==> src/rtl/ir_receiver_if.sv <==
// Bundle between the IR receiver front-end and its consumer: raw demodulator
// input plus the decoded code word and its one-cycle strobes.
interface ir_receiver_if;
  logic        ir_in;
  logic [15:0] ir_data;
  logic        ir_valid;
  logic        ir_repeat;
  logic        ir_error;

  modport master (
    input  ir_in,
    output ir_data,
    output ir_valid,
    output ir_repeat,
    output ir_error
  );

  modport slave (
    output ir_in,
    input  ir_data,
    input  ir_valid,
    input  ir_repeat,
    input  ir_error
  );
endinterface

==> src/rtl/ir_receiver.sv <==
// NEC pulse-distance decoder: synchronises the active-low IR line, times each
// level in ticks and publishes the low 16 bits of every good 32-bit frame.
module ir_receiver #(
  parameter int CLKS_PER_TICK = 7031
) (
  input  logic          clk,
  input  logic          reset_n,
  ir_receiver_if.master bus
);

  localparam int PW = (CLKS_PER_TICK > 1) ? $clog2(CLKS_PER_TICK) : 1;
  localparam logic [PW-1:0] PRESC_LAST = PW'(CLKS_PER_TICK - 1);

  typedef enum logic [2:0] {
    IDLE,
    LEAD_MARK,
    LEAD_SPACE,
    BIT_MARK,
    BIT_SPACE,
    STOP_MARK
  } state_t;

  logic          sync1_q;
  logic          sync2_q;
  logic          hist_q;
  logic [PW-1:0] presc_q;
  logic [7:0]    dur_q;
  state_t        state_q;
  logic [4:0]    bit_cnt_q;
  logic [31:0]   shift_q;
  logic [15:0]   data_q;
  logic          valid_q;
  logic          repeat_q;
  logic          error_q;
  logic          seen_q;

  logic          fall_d;
  logic          rise_d;
  logic          wrap_d;
  logic [7:0]    dur_d;
  logic [31:0]   shift_d;

  function automatic logic in_window(input logic [7:0] v, input logic [7:0] lo,
                                     input logic [7:0] hi);
    return (v >= lo) && (v <= hi);
  endfunction

  assign fall_d  = hist_q & ~sync2_q;
  assign rise_d  = ~hist_q & sync2_q;
  assign wrap_d  = (presc_q == PRESC_LAST);
  // Counting the wrap of the current cycle makes a level of exactly N ticks read as N.
  assign dur_d   = (wrap_d && (dur_q != 8'hFF)) ? dur_q + 8'd1 : dur_q;
  assign shift_d = {shift_q[30:0], (dur_d >= 8'd9)};

  always_ff @(posedge clk or negedge reset_n) begin
    if (!reset_n) begin
      sync1_q <= 1'b1;
      sync2_q <= 1'b1;
      hist_q  <= 1'b1;
      presc_q <= '0;
      dur_q   <= '0;
    end else begin
      sync1_q <= bus.ir_in;
      sync2_q <= sync1_q;
      hist_q  <= sync2_q;
      if (fall_d || rise_d) begin
        presc_q <= '0;
        dur_q   <= '0;
      end else begin
        presc_q <= wrap_d ? '0 : presc_q + PW'(1);
        dur_q   <= dur_d;
      end
    end
  end

  always_ff @(posedge clk or negedge reset_n) begin
    if (!reset_n) begin
      state_q   <= IDLE;
      bit_cnt_q <= '0;
      shift_q   <= '0;
      data_q    <= '0;
      valid_q   <= 1'b0;
      repeat_q  <= 1'b0;
      error_q   <= 1'b0;
      seen_q    <= 1'b0;
    end else begin
      valid_q  <= 1'b0;
      repeat_q <= 1'b0;
      error_q  <= 1'b0;
      if ((state_q != IDLE) && (dur_d >= 8'd128)) begin
        error_q <= 1'b1;
        state_q <= IDLE;
      end else begin
        case (state_q)
          IDLE: if (fall_d) state_q <= LEAD_MARK;
          LEAD_MARK: if (rise_d) begin
            if (in_window(dur_d, 8'd48, 8'd80)) begin
              state_q <= LEAD_SPACE;
            end else begin
              error_q <= 1'b1;
              state_q <= IDLE;
            end
          end
          LEAD_SPACE: if (fall_d) begin
            if (in_window(dur_d, 8'd24, 8'd40)) begin
              bit_cnt_q <= '0;
              shift_q   <= '0;
              state_q   <= BIT_MARK;
            end else if (in_window(dur_d, 8'd12, 8'd20)) begin
              repeat_q <= seen_q;
              state_q  <= STOP_MARK;
            end else begin
              error_q <= 1'b1;
              state_q <= LEAD_MARK;
            end
          end
          BIT_MARK: if (rise_d) begin
            if (in_window(dur_d, 8'd2, 8'd6)) begin
              state_q <= BIT_SPACE;
            end else begin
              error_q <= 1'b1;
              state_q <= IDLE;
            end
          end
          BIT_SPACE: if (fall_d) begin
            if (in_window(dur_d, 8'd2, 8'd6) || in_window(dur_d, 8'd9, 8'd15)) begin
              shift_q <= shift_d;
              if (bit_cnt_q == 5'd31) begin
                data_q  <= shift_d[15:0];
                valid_q <= 1'b1;
                seen_q  <= 1'b1;
                state_q <= STOP_MARK;
              end else begin
                bit_cnt_q <= bit_cnt_q + 5'd1;
                state_q   <= BIT_MARK;
              end
            end else begin
              error_q <= 1'b1;
              state_q <= LEAD_MARK;
            end
          end
          STOP_MARK: if (rise_d) state_q <= IDLE;
          default: state_q <= IDLE;
        endcase
      end
    end
  end

  assign bus.ir_data   = data_q;
  assign bus.ir_valid  = valid_q;
  assign bus.ir_repeat = repeat_q;
  assign bus.ir_error  = error_q;

endmodule
==> src/flat_wrapper.sv <==
// flat-port wrapper written by rule: the top's interface ports become plain ports
module ir_receiver_flat 
#(
  parameter int CLKS_PER_TICK = 7031
)
  (clk, reset_n, bus_ir_in, bus_ir_data, bus_ir_valid, bus_ir_repeat, bus_ir_error);
  ir_receiver_if bus_i ();
  input  logic clk;
  input  logic reset_n;
  input wire logic [$bits(bus_i.ir_in)-1:0] bus_ir_in;
  output wire logic [$bits(bus_i.ir_data)-1:0] bus_ir_data;
  output wire logic [$bits(bus_i.ir_valid)-1:0] bus_ir_valid;
  output wire logic [$bits(bus_i.ir_repeat)-1:0] bus_ir_repeat;
  output wire logic [$bits(bus_i.ir_error)-1:0] bus_ir_error;
  assign bus_i.ir_in = bus_ir_in;
  assign bus_ir_data = bus_i.ir_data;
  assign bus_ir_valid = bus_i.ir_valid;
  assign bus_ir_repeat = bus_i.ir_repeat;
  assign bus_ir_error = bus_i.ir_error;
  ir_receiver #(.CLKS_PER_TICK(CLKS_PER_TICK)) u_core (.clk(clk), .reset_n(reset_n), .bus(bus_i));
endmodule
==> config.mk <==
export PLATFORM = sky130hd
export DESIGN_NAME = ir_receiver_flat
export DESIGN_NICKNAME = d
export VERILOG_FILES = /design/src/rtl/ir_receiver_if.sv /design/src/rtl/ir_receiver.sv /design/src/flat_wrapper.sv
export SDC_FILE = /design/constraint.sdc
export NUM_CORES = 1
export LEC_CHECK = 0
export CAP_MARGIN = 25
export CORE_MARGIN = 2
export CORE_UTILIZATION = 35
export CTS_BUF_LIST = sky130_fd_sc_hd__clkbuf_8
export CTS_CLUSTER_DIAMETER = 150
export DETAILED_ROUTE_END_ITERATION = 12
export DONT_BUFFER_PORTS = 1
export PLACE_DENSITY = 0.54
export SYNTH_ARGS = -nofsm -noshare
export SYNTH_HDL_FRONTEND = slang
export SYNTH_SLANG_ARGS = --single-unit
==> constraint.sdc <==
create_clock -name clk -period 5.9 [get_ports clk]
set_input_delay 0.59 -clock clk [delete_from_list [all_inputs] [get_ports clk]]
set_output_delay 0.59 -clock clk [all_outputs]
set_load 0.01 [all_outputs]
Word level (Yosys, flattened, before mapping)
Cells that the tools add are included.
Storage, ports and cells
  bits in latches: 0
  bits in writable memories: 0
  register bits after elaboration: 67
  logic and storage cells: 117
  output and inout port bits: 19
  bits in read-only memories: 0
  memories kept: 0
Operators by class
  shifts and indexed selects: 0
  div/mod/pow operators: 0
  order comparisons: 11
  equal/unequal tests: 19
  bitwise operators: 5
  reductions and logical operators: 16
  muxes and demuxes: 50
  $add $sub $neg: 3
  multiply operators: 0
Operators by type and width (count)
  $mux W15: 4
  $mux W3: 12
  $pmux W15 S2: 1
  $mux W13: 2
  $mux W5: 5
  $mux W1: 20
  $ne A3 B1 Y1 const B: 6
  $pmux W3 S6: 1
  $ge A8 B4 Y1 const B: 2
  $mux W8: 2
  $add A13 B1 Y13 const B: 1
  $eq A13 B13 Y1 const B: 1
  $reduce_and A6 Y1: 2
  $pmux W5 S2: 1
  $add A8 B1 Y8 const B: 1
  $ge A8 B2 Y1 const B: 1
  $ge A8 B5 Y1 const B: 1
  $ge A8 B6 Y1 const B: 1
  $ge A8 B8 Y1 const B: 1
  $le A8 B3 Y1 const B: 1
  $le A8 B4 Y1 const B: 1
  $le A8 B5 Y1 const B: 1
  $le A8 B6 Y1 const B: 1
  $le A8 B7 Y1 const B: 1
  19 further kinds: 34

Logic depth before layout (Yosys ltp)
Gate-level depths: netlist (run 1).
  depth after elaboration: 10
  mapped depth: 13
  depth with buffers taken out: 10

Least setup slack after synthesis (run 1)
Ideal clock, no wire load.
  kind: flip-flop to flip-flop
  start point: register u_core.presc_q[7]
  end point: register u_core.data_q[10] (netlist: u_core.bus.ir_data[10])
  data required time: 5.775 ns
  stages on the path, launching flop included: 12
  arrival time: 3.496 ns
  clock period less this slack: 3.621 ns
  slack: 2.279 ns
  path buffers: 3
  cells stage by stage: dfrtp_1 > or4b_4 > nor4_4 > buf_4 > mux2i_1 > o31a_1 > o211ai_1 > a211o_4 > or4b_4 > buf_6 > buf_12 > mux2_4
Between the ends
  longest elaborated chain between the ends: 7
  elaborated cells on any way between the ends: 14
  those cells by class: order compare: 5; eq/ne: 1; mux: 1; bitwise: 1; reduce/logical: 6
RTL lines
  start: declaration: line ir_receiver.sv:26  | logic [PW-1:0] presc_q;
  start signal: assignment: line ir_receiver.sv:70  | presc_q <= wrap_d ? '0 : presc_q + PW'(1);
  $eq A13 B13 Y1 *: line ir_receiver.sv:50  | assign wrap_d = (presc_q == PRESC_LAST);
  $logic_and A1 B1 Y1 *: line ir_receiver.sv:52  | assign dur_d = (wrap_d && (dur_q != 8'hFF)) ? dur_q + 8'd1 : dur_q;
  $mux W8 *: line ir_receiver.sv:52
  $ge A8 B2 Y1 (tied with other cells): line ir_receiver.sv:45  | return (v >= lo) && (v <= hi);
  $logic_and A1 B1 Y1, on equally long branches: line ir_receiver.sv:45, ir_receiver.sv:90
  $logic_or A1 B1 Y1 / $not A1 Y1 (equally long branches)
  $reduce_and A5 Y1 (no source line) *
  end signal: assignment: line ir_receiver.sv:129  | data_q <= shift_d[15:0];
  end: declaration: line ir_receiver.sv:31  | logic [15:0] data_q;
Every way passes the cells marked *; elsewhere a longest branch is shown, timed or not.
A chain may end at the register's enable or synchronous reset.

Final worst setup path (run 1)
  start point: register u_core.presc_q[7]
  end point: register u_core.data_q[13] (netlist: u_core.bus.ir_data[13])
Same word-level chain as after synthesis.

==> run summary, run 1 <==
DR vias/cell: 5.253
Post-synth EDFFs: 0
crit path DAT: 4.33 ns
# port buffers: 0
number of buffers and inverters on the critical path: 0
Avg Cell Area, Syn: 10.19 sq um
critical path's largest stage delay: 0.70 ns
Root Driver: clkbuf_8
hold slack: 0.09960 ns
Fmax: 243.5 MHz
Row Count: 37
Final period util: 0.6962
unrepaired setup endpoints after global routing: false
placed cell areas: 3790 sq um
Final Power: 0.8589 mW
first-pass GRT wire length: 13,140 um
largest net degree at the start of global routing: 65
Crit path top cell by count: or4b_4
Cell variety after synth: 67
final count of negative-setup-slack endpoints: 0
Relative slew margins: 0.4965
top cells by count, synth: dfrtp_1 (64), nand2_1 (40), inv_1 (25)
multi-input logic area: 1815 sq um
final core occ: 0.3886
Worst setup EP type: register
asr flop ratio synth: 1.000
Setup Buffers After CTS: 0
fraction of layout cells with a size suffix above 1: 0.1534
sequential element share of the synthesized area: 0.4554
Core Area: 10,280 sq um
share of the synthesized area in the top cell type: 0.4340
cts bufs inserted: 9
Post-route DRC: 0
Syn Inst Count: 362
CTS tree: done
Mapped Area: 3690 sq um
R2R depth: 8
top cells by area, synth: dfrtp_1 (43%), mux2i_1 (4.9%), nand2_1 (4.1%)
status: finished, final reports clean
setup TNS: 0 ns
remaining antenna violation count after routing: 0
syn nets: 372
pre-CTS setup slack: 1.821 ns
kind of critical path: reg -> reg
vias in the first global route: 2,649
CTS H-Tree Depth: 3
First-pass DRT Iterations: 5
clock-pin slew on the worst setup and hold paths: 0.08 ns
Critical R2R Launch: u_core.presc_q[7]$_DFF_PN0_
chip width: 106.7 um
Finished Layout Cells: 501
total track usage: 0.1432
top-count cell post-synth: dfrtp_1
Synth-to-Final Area Change: 8.240%
Hold Fails Final Rpt: 0
ant diodes: 0
final slew viol count: 0
starting density of the core: 0.3590
PnR worst setup slack: 1.793 ns
GRT overflow: 0
Total Wirelength: 7516 um
class of the worst hold path: in -> async
clock latency at the later pin of the worst-skew pair: 0.34 ns
CP Launch Type: register
Max Fanout on Critical Path: 18
Power Density: 215.0 nW/um^2
Die Ht: 106.7 um
initial antenna violation count: 0
CTS Buffer Depth: 2
initial DRC count: 137
Yosys top cell by area: dfrtp_1
Reg2Reg Setup Slack: 1.79 ns
flop and latch count out of synthesis: 67
register area: 1680 sq um
vias: 2,632
leakage: 1.717 nW
Final Skew: 0.01757 ns
DP Cell Count: 484
DP Wirelength: 5061 um
worst reg2reg endpoint: u_core.bus.ir_data[13]$_DFFE_PN0P_
I/O Pins: 22
max-cap violations: 0
ys flop type: dfrtp_1
worst path cell trace: or4b_4 > nor4_4 > and4_1 > a2bb2oi_1 > o211ai_1 > a211o_4 > or4b_4 > mux2_4
design area: 3994 sq um
Avg WL per Cell: 15.00 um
post-cts resize count: 0
Peak supply drop: 0.1135 mV
net count reported at finish: 370
worst-margin pin slew: 0.7496 ns
fill count: 1,017
Crit path max-delay family: simple AND/OR/NAND/NOR gates
Critical Path RT: 6.12 ns
CTS sink cnt: 67
CP max stage cell: nor4_4
DIE AREA: 11,380 sq um
Yosys Warn Count: 0
min Tclk post-route: 4.107 ns
Final Wtd Congestion: 0.8315
==> state kept, by name, summed over array words and instances, names as in the netlist, 3 cells and up <==
signal              count
u_core.bit_cnt_q        5
u_core.shift_q         15
u_core.presc_q         13
u_core.bus.ir_data     16
u_core.dur_q            8
u_core.state_q          3
==> worst register-to-register path, cell delays in order (launching register included) <==
cell and delay (ns):
dfrtp_1 0.44, or4b_4 0.58, nor4_4 0.70, and4_1 0.37
a2bb2oi_1 0.25, o211ai_1 0.18, a211o_4 0.41, or4b_4 0.70
mux2_4 0.36
==> how the worst max path moves through the flow <==
stage	start	end	slack [ns]	cells past startpoint
5_1_grt	u_core.presc_q[7]$_DFF_PN0_	u_core.bus.ir_data[11]$_DFFE_PN0P_	1.62	8
6_report	u_core.presc_q[7]$_DFF_PN0_	u_core.bus.ir_data[13]$_DFFE_PN0P_	1.79	8
3_3_place_gp	u_core.presc_q[7]$_DFF_PN0_	u_core.shift_q[14]$_DFFE_PN0P_	1.74	8
4_1_cts	u_core.presc_q[7]$_DFF_PN0_	u_core.bus.ir_data[10]$_DFFE_PN0P_	1.80	8
2_1_floorplan	u_core.presc_q[7]$_DFF_PN0_	u_core.bus.ir_data[10]$_DFFE_PN0P_	2.28	11
3_5_place_dp	u_core.presc_q[7]$_DFF_PN0_	u_core.bus.ir_data[8]$_DFFE_PN0P_	1.82	8
==> cell families (layout without fill, tap and decap cells) <==
| group | count (synthesis) | after routing | synth area share |
|---|---|---|---|
| mux | 38 | 38 | 0.1187 |
| compound gates | 59 | 59 | 0.1170 |
| simple gates | 135 | 135 | 0.1991 |
| flops | 67 | 67 | 0.4554 |
| fa+ha+maj | 8 | 8 | 0.02645 |
| xor+xnor | 13 | 13 | 0.03086 |
| buf+inv | 42 | 45 | 0.05256 |
==> repair_timing <==
| action | 4_1_cts | 5_1_grt |
|---|---|---|
| hold buffers | 1 | 0 |
| hold endpoints to repair | 64 | 0 |
| setup endpoints to repair | 0 | 0 |
==> power breakdown <==
| group | switching [mW] | internal [mW] | total, mW | leakage (nW) |
|---|---|---|---|---|
| Sequential | 0.0129 | 0.467 | 0.480 | 0.920 |
| Clock | 0.187 | 0.154 | 0.341 | 0.0896 |
| Combinational | 0.0244 | 0.0135 | 0.0379 | 0.707 |
| Total | 0.224 | 0.635 | 0.859 | 1.72 |
==> cell usage in the layout, fill, tap and decap left out, drive strengths merged, types with 5 or more instances in the layout <==
master | synthesis | final
or3 | 5 | 5
and3 | 6 | 6
mux2i | 19 | 19
o21ai | 6 | 6
clkinv | 0 | 5
nand3 | 8 | 8
nor3 | 5 | 5
nor2 | 24 | 24
nand2b | 6 | 6
and2 | 9 | 9
ha | 7 | 7
xor2 | 7 | 7
nand2 | 40 | 40
mux2 | 19 | 19
inv | 25 | 26
a21oi | 14 | 14
dfrtp | 64 | 64
xnor2 | 6 | 6
a31oi | 6 | 6
nand4 | 7 | 7
clkbuf | 11 | 9
==> cell type report <==
class | count | share of cell area
well taps | 136 | 0.04261
inverters | 25 | 0.02350
flip-flops and latches | 67 | 0.4207
multi-input cells | 253 | 0.4546
clock buffers | 9 | 0.03102
repair buffers | 4 | 0.01441
clock inverters | 7 | 0.01316
==> layer usage <==
layer	routed length [um]	vias up	share of wire	global-route usage
met1	3689	1303	0.49	0.1960
met5	0	-	0	0
met3	281	6	0.037	0.02796
met4	116	0	0.015	0.05844
met2	3427	44	0.46	0.2225
li1	-	1279	-	-
(Power assumes the default switching activity.)
==> run 2: changes to the inputs <==
==> constraint.sdc (replaced) <==
create_clock -name clk -period 3.8 [get_ports clk]
set_input_delay 0.38 -clock clk [delete_from_list [all_inputs] [get_ports clk]]
set_output_delay 0.38 -clock clk [all_outputs]
set_load 0.01 [all_outputs]
==> run 2 against run 1 <==
Against the previous run: flip-flop and latch count unchanged; setup slack got worse by 1.6 ns; clock-buffer cell count unchanged; register-to-register slack got worse by 1.6 ns; global-route usage grew 0.41 points; clock skew down 0.0031 ns; critical endpoint is now u_core.bus.ir_data[11]$_DFFE_PN0P_; largest power group unchanged; highest routed layer unchanged.
==> run summary, run 2 (synthesis gave the netlist of run 1 again) <==
combinational group share of total power: 0.042
Critical Path RT: 4.04 ns
Synth-to-Final Area Change: 12.44%
Fmax: 277.9 MHz
Root Driver: clkbuf_8
Worst setup EP type: register
Clock Power Share: 0.462
DIE AREA: 11,380 sq um
worst reg2reg endpoint: u_core.bus.ir_data[11]$_DFFE_PN0P_
vias in the first global route: 2,609
first-pass GRT wire length: 13,300 um
Sequential Power Share: 0.497
total track usage: 0.1473
First-pass DRT Iterations: 5
setup TNS: 0 ns
vias: 2,636
initial DRC count: 158
CP Launch Type: register
Relative slew margins: 0.6810
DP Wirelength: 5274 um
internal power: 1.128 mW
CTS H-Tree Depth: 3
clock latency at the later pin of the worst-skew pair: 0.35 ns
Final Wtd Congestion: 0.8788
Total Wirelength: 7623 um
class of the worst hold path: reg -> reg
Hold Fails Final Rpt: 0
I/O Pins: 22
CTS tree: done
Max Fanout on Critical Path: 18
fraction of layout cells with a size suffix above 1: 0.1794
max-cap violations: 0
Post-route DRC: 0
min Tclk post-route: 3.598 ns
cts bufs inserted: 9
clock-pin slew on the worst setup and hold paths: 0.08 ns
Critical R2R Launch: u_core.presc_q[10]$_DFF_PN0_
Final Skew: 0.01449 ns
Sw Share: 0.2474
Setup Buffers After CTS: 0
Largest register FFs: 16
DR vias/cell: 5.118
GRT overflow: 0
ant diodes: 0
unrepaired setup endpoints after global routing: false
leakage: 1.807 nW
remaining antenna violation count after routing: 0
Critical Path Sink: u_core.bus.ir_data[11]$_DFFE_PN0P_
# port buffers: 0
Reg2Reg Setup Slack: 0.20 ns
chip width: 106.7 um
Power Density: 361.3 nW/um^2
post-cts resize count: 0
starting density of the core: 0.3590
fill count: 1,020
CTS Buffer Depth: 2
status: finished, final reports clean
Row Count: 37
net count reported at finish: 384
crit path DAT: 3.84 ns
CP startpoint: u_core.presc_q[10]$_DFF_PN0_
final slew viol count: 0
most common cell after layout, fill and taps aside: dfrtp_1
Die Ht: 106.7 um
kind of critical path: reg -> reg
Final period util: 0.9469
R2R depth: 9
largest net degree at the start of global routing: 68
final count of negative-setup-slack endpoints: 0
initial antenna violation count: 0
CTS sink cnt: 67
Avg WL per Cell: 14.80 um
placed cell areas: 3872 sq um
worst-margin pin slew: 0.4773 ns
Peak supply drop: 0.1608 mV
Core Area: 10,280 sq um
most frequent cells in the layout: dfrtp_1 (64), nand2_1 (40), inv_1 (25)
P_sw: 0.3708 mW
design area: 4149 sq um
## run 2: power groups by stage
stage          Clock (mW)  Combinational (mW)  Sequential (mW)
2_1_floorplan           0              0.0416            0.749
3_3_place_gp            0              0.0432            0.759
3_5_place_dp            0              0.0434            0.759
4_1_cts             0.712              0.0625            0.745
5_1_grt             0.751              0.0737            0.748
6_report            0.692              0.0622            0.745
## run 2: layout make-up
class	count	area, sq um	area share
multi-input cells	253	1815	0.4376
clock buffers	9	123.9	0.02986
inverters	25	93.84	0.02262
repair buffers	18	160.2	0.03860
well taps	136	170.2	0.04101
flip-flops and latches	67	1680	0.4050
clock inverters	7	105.1	0.02533
## run 2: critical path, cell delays in order, from the launching register on
cell and delay (ns):
dfrtp_1 0.41, or4b_4 0.54, nor4_4 0.28, buf_4 0.17
and4_1 0.25, a2bb2oi_1 0.24, o211ai_1 0.17, a211o_4 0.37
or4b_4 0.68, mux2_4 0.35
## run 2: worst min-delay path by stage
| stage | cells after the start | startpoint | slack (ns) | end |
|---|---|---|---|---|
| 6_report | 0 | u_core.sync1_q$_DFF_PN1_ | 0.36 | u_core.sync2_q$_DFF_PN1_ |
| 5_1_grt | 0 | u_core.sync1_q$_DFF_PN1_ | 0.37 | u_core.sync2_q$_DFF_PN1_ |
| 4_1_cts | 0 | bus_ir_in | 0.002 | u_core.sync1_q$_DFF_PN1_ |
| 3_5_place_dp | 0 | reset_n | 0.09 | u_core.state_q[1]$_DFFE_PN0P_ |
| 3_3_place_gp | 0 | reset_n | 0.09 | u_core.bus.ir_repeat$_DFF_PN0_ |
| 2_1_floorplan | 0 | reset_n | 0.08 | u_core.bit_cnt_q[0]$_DFFE_PN0P_ |
## run 2: timing repair
action	4_1_cts	5_1_grt
hold endpoints to repair	67	1
hold buffers	2	1
setup endpoints to repair	0	0
## run 2: metrics by stage
| stage | util | hold WS [ns] | worst slack [ns] | total power [mW] | cells |
|---|---|---|---|---|---|
| 2_1_floorplan | - | 0.08441 | 0.1789 | 0.7903 | 362 |
| 3_5_place_dp | 0.3768 | 0.08671 | 0.2065 | 0.8027 | 496 |
| 6_report | 0.4037 | 0.3631 | 0.2018 | 1.499 | 515 |
| 3_3_place_gp | 0.3768 | 0.08682 | 0.2762 | 0.8026 | 496 |
| 5_1_grt | 0.4037 | 0.3707 | 0.001274 | 1.572 | 515 |
| 4_1_cts | 0.4027 | 0.001902 | 0.2009 | 1.519 | 514 |
## run 2: per-layer routing
| layer | track usage | part of all wire | wire (um) | vias to the layer above |
|---|---|---|---|---|
| li1 | - | - | - | 1309 |
| met5 | 0 | 0 | 0 | - |
| met1 | 0.2185 | 0.51 | 3909 | 1275 |
| met2 | 0.2102 | 0.44 | 3321 | 42 |
| met4 | 0.03896 | 0.012 | 92 | 0 |
| met3 | 0.04134 | 0.039 | 300 | 10 |
==> run 3: changes to the inputs <==
--- a/config.mk
+++ b/config.mk
@@ -12,7 +12,7 @@
 export CTS_CLUSTER_DIAMETER = 150
 export DETAILED_ROUTE_END_ITERATION = 12
 export DONT_BUFFER_PORTS = 1
-export PLACE_DENSITY = 0.54
+export PLACE_DENSITY = 0.57
 export SYNTH_ARGS = -nofsm -noshare
 export SYNTH_HDL_FRONTEND = slang
 export SYNTH_SLANG_ARGS = --single-unit
==> constraint.sdc (replaced) <==
create_clock -name clk -period 4.54 [get_ports clk]
set_input_delay 0.454 -clock clk [delete_from_list [all_inputs] [get_ports clk]]
set_output_delay 0.454 -clock clk [all_outputs]
set_load 0.01 [all_outputs]
==> run 3 against run 2 <==
Against the previous run: power down 25%; sequential share of layout area up 1.5 points; sequential power down 16%; clock skew up 0.0044 ns; non-clock buffer count down 13; die area unchanged; first-iteration DRC count down 4.4%; critical endpoint is now u_core.bus.ir_data[10]$_DFFE_PN0P_.
==> run summary, run 3 (synthesis gave the netlist of run 1 again) <==
net count reported at finish: 371
total track usage: 0.1379
final slew viol count: 0
fill count: 1,027
DR vias/cell: 5.199
min Tclk post-route: 4.056 ns
setup TNS: 0 ns
Critical R2R Launch: u_core.presc_q[7]$_DFF_PN0_
CTS tree: done
largest net degree at the start of global routing: 68
ant diodes: 0
GRT overflow: 0
Setup Buffers After CTS: 0
# port buffers: 0
Die Ht: 106.7 um
CP startpoint: u_core.presc_q[7]$_DFF_PN0_
Final period util: 0.8935
final core occ: 0.3888
Total Wirelength: 7195 um
CTS sink cnt: 67
leakage: 1.719 nW
Critical Path RT: 4.76 ns
Final Wtd Congestion: 0.8887
Largest register FFs: 16
DIE AREA: 11,380 sq um
vias in the first global route: 2,547
Peak supply drop: 0.1797 mV
Hold Fails Final Rpt: 0
hold path start: bus_ir_in
Synth-to-Final Area Change: 8.308%
most frequent cells in the layout: dfrtp_1 (64), nand2_1 (40), inv_1 (25)
DP Wirelength: 4895 um
starting density of the core: 0.3590
Power Density: 280.0 nW/um^2
Final Skew: 0.01886 ns
max-cap violations: 0
clock-pin slew on the worst setup and hold paths: 0.08 ns
worst-margin pin slew: 0.7046 ns
clock latency at the later pin of the worst-skew pair: 0.34 ns
Row Count: 37
crit path DAT: 4.27 ns
Root Driver: clkbuf_8
final count of negative-setup-slack endpoints: 0
first-pass GRT wire length: 12,630 um
multi-input logic area: 1815 sq um
class of the worst hold path: in -> reg
kind of critical path: reg -> reg
initial DRC count: 151
Fmax: 246.5 MHz
cts bufs inserted: 9
chip width: 106.7 um
fraction of layout cells with a size suffix above 1: 0.1530
Relative slew margins: 0.5268
Worst setup EP type: register
status: finished, final reports clean
remaining antenna violation count after routing: 0
register area: 1680 sq um
Avg WL per Cell: 14.33 um
initial antenna violation count: 0
CTS H-Tree Depth: 3
I/O Pins: 22
Core Area: 10,280 sq um
Max Fanout on Critical Path: 18
most common cell after layout, fill and taps aside: dfrtp_1
CTS Buffer Depth: 2
Post-route DRC: 0
CP Launch Type: register
unrepaired setup endpoints after global routing: false
vias: 2,610
First-pass DRT Iterations: 4
[run 3: final cells by class]
| class | instances | area share |
|---|---|---|
| Clock buffer | 9 | 0.03100 |
| Clock inverter | 7 | 0.01315 |
| Inverter | 25 | 0.02348 |
| Multi-Input combinational cell | 253 | 0.4543 |
| Sequential cell | 67 | 0.4205 |
| Tap cell | 136 | 0.04258 |
| Timing Repair Buffer | 5 | 0.01503 |
[run 3: what timing repair did]
item | CTS | global route
endpoints found under the hold margin | 67 | 0
hold buffers | 2 | 0
endpoints found under the setup margin | 0 | 0
gates resized for setup | 0 | 0
[run 3: routing by layer]
metal	vias up	wire, um	GRT usage
met1	1268	3553	0.1965
met5	-	0	0
met3	7	272	0.02675
met4	0	94	0.05380
li1	1293	-	-
met2	42	3274	0.2066
[run 3: path summary, 6_finish.rpt]
path                                                      end  slack [ns]  cells past startpoint
hold / removal                       u_core.sync1_q$_DFF_PN1_        0.12                      0
setup reg to reg           u_core.bus.ir_data[10]$_DFFE_PN0P_        0.48                      8
min in group asynchronous           u_core.seen_q$_DFFE_PN0P_        0.69                      2
hold reg to reg                      u_core.sync2_q$_DFF_PN1_        0.36                      0
setup / recovery           u_core.bus.ir_data[10]$_DFFE_PN0P_        0.48                      8
max in group asynchronous            u_core.sync1_q$_DFF_PN1_        3.51                      2
[run 3: metrics by stage]
stage	instance area [sq um]	total power, mW	hold WS (ns)	std cells	setup slack (ns)
3_3_place_gp	3782	0.6709	0.1603	484	0.6116
3_5_place_dp	3782	0.6716	0.1599	484	0.5179
2_1_floorplan	3690	0.6615	0.1584	362	0.9189
4_1_cts	3996	1.138	0.09548	502	0.4983
5_1_grt	3996	1.172	0.09144	502	0.2230
6_report	3996	1.119	0.1189	502	0.4836
[run 3: power by group]
group / leakage (nW) / switching, mW / internal (mW) / total (mW)
sequential: 0.920 / 0.0168 / 0.607 / 0.624
combinational: 0.709 / 0.0323 / 0.0179 / 0.0502
clock: 0.0896 / 0.244 / 0.201 / 0.445
[run 3: critical path, cell delays in order (launching register included)]
cell and delay [ns]:
dfrtp_1 0.45, or4b_4 0.58, nor4_4 0.66, nand2_1 0.24, a211oi_1 0.40, inv_1 0.16
a211o_4 0.39, or4b_4 0.69, mux2_4 0.35
